**config.mk**
```make
export PLATFORM = sky130hd
export DESIGN_NAME = rca_sum_accumulator
export DESIGN_NICKNAME = d
export VERILOG_FILES = /design/src/rtl/rca_pkg.sv /design/src/rtl/rca_acc_adder.sv /design/src/rtl/rca_sum_accumulator.sv
export SDC_FILE = /design/constraint.sdc
export NUM_CORES = 1
export LEC_CHECK = 0
export BUFFER_PORTS_ARGS = -buffer_cell sky130_fd_sc_hd__buf_4
export CAP_MARGIN = 20
export CORE_MARGIN = 2
export CORE_UTILIZATION = 50
export CTS_BUF_LIST = sky130_fd_sc_hd__clkbuf_2
export CTS_CLUSTER_DIAMETER = 150
export CTS_CLUSTER_SIZE = 20
export DETAILED_ROUTE_END_ITERATION = 8
export PLACE_DENSITY = 0.76
export SYNTH_ARGS = -nofsm -noshare
export SYNTH_HDL_FRONTEND = slang
export SYNTH_SLANG_ARGS = --single-unit
```
**constraint.sdc**
```tcl
create_clock -name clk -period 2.6 [get_ports clk]
set_input_delay 0.26 -clock clk [delete_from_list [all_inputs] [get_ports clk]]
set_output_delay 0.26 -clock clk [all_outputs]
set_load 0.005 [all_outputs]
```
**src/rtl/rca_pkg.sv**
```systemverilog
// Shared constants and types for the ripple-carry sum accumulator.
// State encoding, addend width and default build parameters.
package rca_pkg;

    localparam int ADDEND_W    = 5;
    localparam int DEF_SAMPLES = 4;
    localparam int DEF_ACC_W   = 8;

    typedef enum logic {
        RCA_ST_ACC  = 1'b0,
        RCA_ST_DONE = 1'b1
    } rca_state_e;

endpackage

```
**src/rtl/rca_acc_adder.sv**
```systemverilog
// Combinational accumulator + addend with carry-out detection.
// Clamps to all-ones on overflow when RCA_ACC_SAT_EN is defined.
module rca_acc_adder
    import rca_pkg::*;
#(
    parameter int ACC_W = DEF_ACC_W
) (
    input  logic [ACC_W-1:0]    acc_i,
    input  logic [ADDEND_W-1:0] addend_i,
    output logic [ACC_W-1:0]    sum_o,
    output logic                ovf_o
);

    logic [ACC_W:0] wide;

    // Widened add so the carry-out is the overflow indication
    always_comb begin
        wide  = {1'b0, acc_i} + {{(ACC_W + 1 - ADDEND_W){1'b0}}, addend_i};
        ovf_o = wide[ACC_W];
`ifdef RCA_ACC_SAT_EN
        sum_o = ovf_o ? {ACC_W{1'b1}} : wide[ACC_W-1:0];
`else
        sum_o = wide[ACC_W-1:0];
`endif
    end

endmodule

```
**src/rtl/rca_sum_accumulator.sv**
```systemverilog
// Accumulates SAMPLES adder results, presents total on valid/ready.
// Saturating overflow available via RCA_ACC_SAT_EN (default: wrap).
module rca_sum_accumulator
    import rca_pkg::*;
#(
    parameter int SAMPLES = DEF_SAMPLES,
    parameter int ACC_W   = DEF_ACC_W
) (
    input  logic             clk,
    input  logic             rst,
    input  logic             clr,
    input  logic [3:0]       in_sum,
    input  logic             in_carry,
    input  logic             in_valid,
    output logic             in_ready,
    output logic [ACC_W-1:0] out_acc,
    output logic             out_ovf,
    output logic             out_valid,
    input  logic             out_ready
);

    localparam int CNT_W = $clog2(SAMPLES + 1);
    localparam logic [CNT_W-1:0] CNT_LAST = CNT_W'(SAMPLES - 1);

    rca_state_e          state_q, state_d;
    logic [ACC_W-1:0]    acc_q, acc_d;
    logic [CNT_W-1:0]    cnt_q, cnt_d;
    logic                ovf_q, ovf_d;

    logic [ADDEND_W-1:0] addend;
    logic [ACC_W-1:0]    add_sum;
    logic                add_ovf;

    assign addend = {in_carry, in_sum};

    rca_acc_adder #(
        .ACC_W(ACC_W)
    ) u_adder (
        .acc_i   (acc_q),
        .addend_i(addend),
        .sum_o   (add_sum),
        .ovf_o   (add_ovf)
    );

    // Handshake flags come straight from the state register
    assign in_ready  = (state_q == RCA_ST_ACC);
    assign out_valid = (state_q == RCA_ST_DONE);
    assign out_acc   = acc_q;
    assign out_ovf   = ovf_q;

    // Next-state: clr wins, then accept in ACC or handshake in DONE
    always_comb begin
        state_d = state_q;
        acc_d   = acc_q;
        cnt_d   = cnt_q;
        ovf_d   = ovf_q;
        if (clr) begin
            state_d = RCA_ST_ACC;
            acc_d   = '0;
            cnt_d   = '0;
            ovf_d   = 1'b0;
        end else begin
            case (state_q)
                RCA_ST_ACC: begin
                    if (in_valid) begin
                        acc_d = add_sum;
                        ovf_d = ovf_q | add_ovf;
                        cnt_d = cnt_q + 1'b1;
                        if (cnt_q == CNT_LAST) begin
                            state_d = RCA_ST_DONE;
                        end
                    end
                end
                RCA_ST_DONE: begin
                    if (out_ready) begin
                        state_d = RCA_ST_ACC;
                        acc_d   = '0;
                        cnt_d   = '0;
                        ovf_d   = 1'b0;
                    end
                end
                default: begin
                    state_d = RCA_ST_ACC;
                end
            endcase
        end
    end

    // State, accumulator, counter and sticky overflow registers
    always_ff @(posedge clk or posedge rst) begin
        if (rst) begin
            state_q <= RCA_ST_ACC;
            acc_q   <= '0;
            cnt_q   <= '0;
            ovf_q   <= 1'b0;
        end else begin
            state_q <= state_d;
            acc_q   <= acc_d;
            cnt_q   <= cnt_d;
            ovf_q   <= ovf_d;
        end
    end

endmodule

```
==> flow_summary.yaml <==
outcome:
  run_status: "finished, violations left"
  violations: "negative hold slack"
clock_network:
  cts_root_buf: "clkbuf_2"
  cts_hold_repair.buffers: 0
  ctsResizeCount: 0
  clockBufferDepth: 2
  cts_setup_buffers: 0
  cts_tree: "yes"
  cts_buffers: 3
  clock_sinks: 13
  clkLatencyLatePin_ns: 0.28
  path_clk_slew_ns: 0.12
  htreeDepth: 1
job:
  cap_violations: 0
logic_synthesis:
  ys_ff_latch: 13
  ys_seq_area_frac: 0.404
  yosys_warnings: 0
  synth_cell_types: 32
  avgSynthCellArea_um2: 10.2
  synthCells: 79
  netlist_area_um2: 806
  synthesis.nets: 97
floorplan:
  core_mm2: 0.00151
  dieWidth_um: 44.1
  rows: 14
  ios: 21
  initial_utilization: 0.535
  design.die.area_mm2: 0.00195
  fp.dieH_um: 44.1
worst_setup_path:
  crit_type: "reg2reg"
  cp-start-kind: "flop"
  worstRegToRegCells: 6
  worstPathRequired_ns: 2.83
  regToRegStartpoint: "out_acc[0]$_DFFE_PP0P_"
  critPathMaxFanout: 4
  arrival_ns: 2.24
  r2r_slack_ns: 0.59
  r2r_end: "out_acc[6]$_DFFE_PP0P_"
  endpoint_kind: "flop"
routing:
  remaining_drc_errors: 0
  vias: 682
  vias_per_cell: 5.73
  firstDrtPassIters: 4
  routed_wl_mm: 1.68
  drtIter0Drc: 7
  drtAntennaViolNets: 0
  drt-wirelength-per-cell_um: 14.1
layout:
  diodes: 0
  syn_to_final_growth_pct: 23.6
  multi_input_area_um2: 465
  fin_util: 0.661
  final_nets: 122
  final_area_um2: 996
  fillers: 130
  regArea_um2: 325
  final_layout_size_suffix_gt1_frac: 0.291
timing:
  setup_viol: 0
  drv_slew: 0
  finalSetupTns_ns: 0
  whs_ns: -0.00328
  maxSlewHeadroom: 0.651
  max_freq_ghz: 0.498
  rsz0062_at_grt: "no"
  min_period_over_period: 0.773
  period_needed_ns: 2.01
  hold_viol: 13
  clock-skew-final_ns: 0.00350
  tightestPinTransition_ns: 0.523
global_routing:
  grt_usage: 0.209
  antenna_found_initial: 0
  grt_pass1_wl_mm: 2.95
  grt_pass1_vias: 684
  grt_max_degree: 14
  grt-ovfl-total: 0
placement:
  dp_hpwl_mm: 1.25
  gp_congestion: 0.773
  port_buffers: 20
  placed_area_um2: 976
power:
  total_leakage_power_nw: 0.511
  ir_worst_vdd_mv: 0.447
  power.density_mw_per_mm2: 482
  p_total_mw: 0.480
hold_path:
  hold_class: "in2async"
==> area by class of cell <==
type / count / area share
repair buffers: 20 / 0.151
clock buffers: 4 / 0.0201
well taps: 16 / 0.0201
inverters: 4 / 0.0151
multi-input cells: 62 / 0.467
flip-flops and latches: 13 / 0.327
==> through the flow <==
step                instances  setup WS (ns)
floorplan                  79          0.698
global placement          115          0.675
detailed placement        115          0.623
CTS                       119          0.593
global route              119          0.514
finish                    119          0.590
==> registers in the layout, summed over array words and instances (netlist names) <==
signal,count
out_ovf,1
cnt_q,3
out_valid,1
out_acc,8
==> synthesized netlist by cell type <==
master     n  area (um2)
a2111o_1   1        11.3
a211oi_1   3        22.5
a21o_1     3        22.5
a21o_2     1        8.76
a21oi_1    4        20.0
a22o_1     4        35.0
a31oi_1    1        6.26
a41oi_1    1        8.76
and4_2     2        20.0
dfrtp_1   13         325
fa_1       1        20.0
ha_1       7        87.6
inv_1      4        15.0
mux2i_1    1        10.0
nand2_1    5        18.8
nand2b_1   1        6.26
nand2b_2   1        8.76
nand3_1    2        10.0
nor2_1     7        26.3
nor2b_1    1        6.26
nor2b_4    1        13.8
nor3_1     1        5.00
nor4_1     1        6.26
o21a_1     1        7.51
o21ai_0    4        20.0
o21ai_2    1        8.76
o22ai_1    1        6.26
o31ai_1    1        7.51
or2b_1     1        7.51
or4_1      1        7.51
xnor2_1    1        8.76
xor2_1     2        17.5
==> critical path, cell delays in order, from the launching register on <==
cell and delay (ns):
dfrtp_1 0.42, ha_1 0.23, fa_1 0.41, a21o_1 0.18
a21o_1 0.22, a2111o_1 0.42, nand3_1 0.09
==> power by group <==
part	switching, mW	internal (mW)	leakage [nW]	total, mW
logic	0.0671	0.0689	0.318	0.136
clock network	0.0678	0.0408	0.0166	0.109
registers	0.0170	0.218	0.176	0.235
total	0.152	0.328	0.511	0.480
==> how the worst max path moves through the flow <==
| stage | start | endpoint | slack, ns | cells past startpoint |
|---|---|---|---|---|
| 5_1_grt | out_acc[0]$_DFFE_PP0P_ | out_acc[6]$_DFFE_PP0P_ | 0.51 | 6 |
| 3_3_place_gp | in_sum[0] | out_acc[6]$_DFFE_PP0P_ | 0.68 | 7 |
| 6_report | out_acc[0]$_DFFE_PP0P_ | out_acc[6]$_DFFE_PP0P_ | 0.59 | 6 |
| 4_1_cts | out_acc[0]$_DFFE_PP0P_ | out_acc[6]$_DFFE_PP0P_ | 0.59 | 6 |
| 3_5_place_dp | out_acc[0]$_DFFE_PP0P_ | out_acc[6]$_DFFE_PP0P_ | 0.62 | 6 |
| 2_1_floorplan | out_acc[0]$_DFFE_PP0P_ | out_acc[6]$_DFFE_PP0P_ | 0.70 | 6 |
==> cells in the final DEF (no fill, tap or decap), drive strengths merged, types with 2 or more instances in the layout <==
master,instances
nand3,2
nor2b,2
nand2,5
inv,4
a211oi,3
a21o,4
and4,2
a22o,4
clkbuf,4
buf,20
dfrtp,13
xor2,2
nand2b,2
o21ai,5
ha,7
nor2,7
a21oi,4
==> layer usage <==
metal,vias up,GRT usage,share of wire
met5,-,0,0
met4,0,0.0545,0.016
met3,6,0.0735,0.055
met2,17,0.329,0.46
met1,313,0.273,0.47
li1,346,-,-
==> cells by family after synthesis <==
| kind of cell | count (synthesis) | share of synthesized area |
|---|---|---|
| AO/OA/AOI/OAI | 26 | 0.230 |
| AND/OR/NAND/NOR | 24 | 0.169 |
| flip-flops | 13 | 0.404 |
| adder cells (fa/ha/maj) | 8 | 0.134 |
| buffers and inverters | 4 | 0.0186 |
| XOR/XNOR | 3 | 0.0326 |
| multiplexers | 1 | 0.0124 |
(Power assumes the default switching activity.)
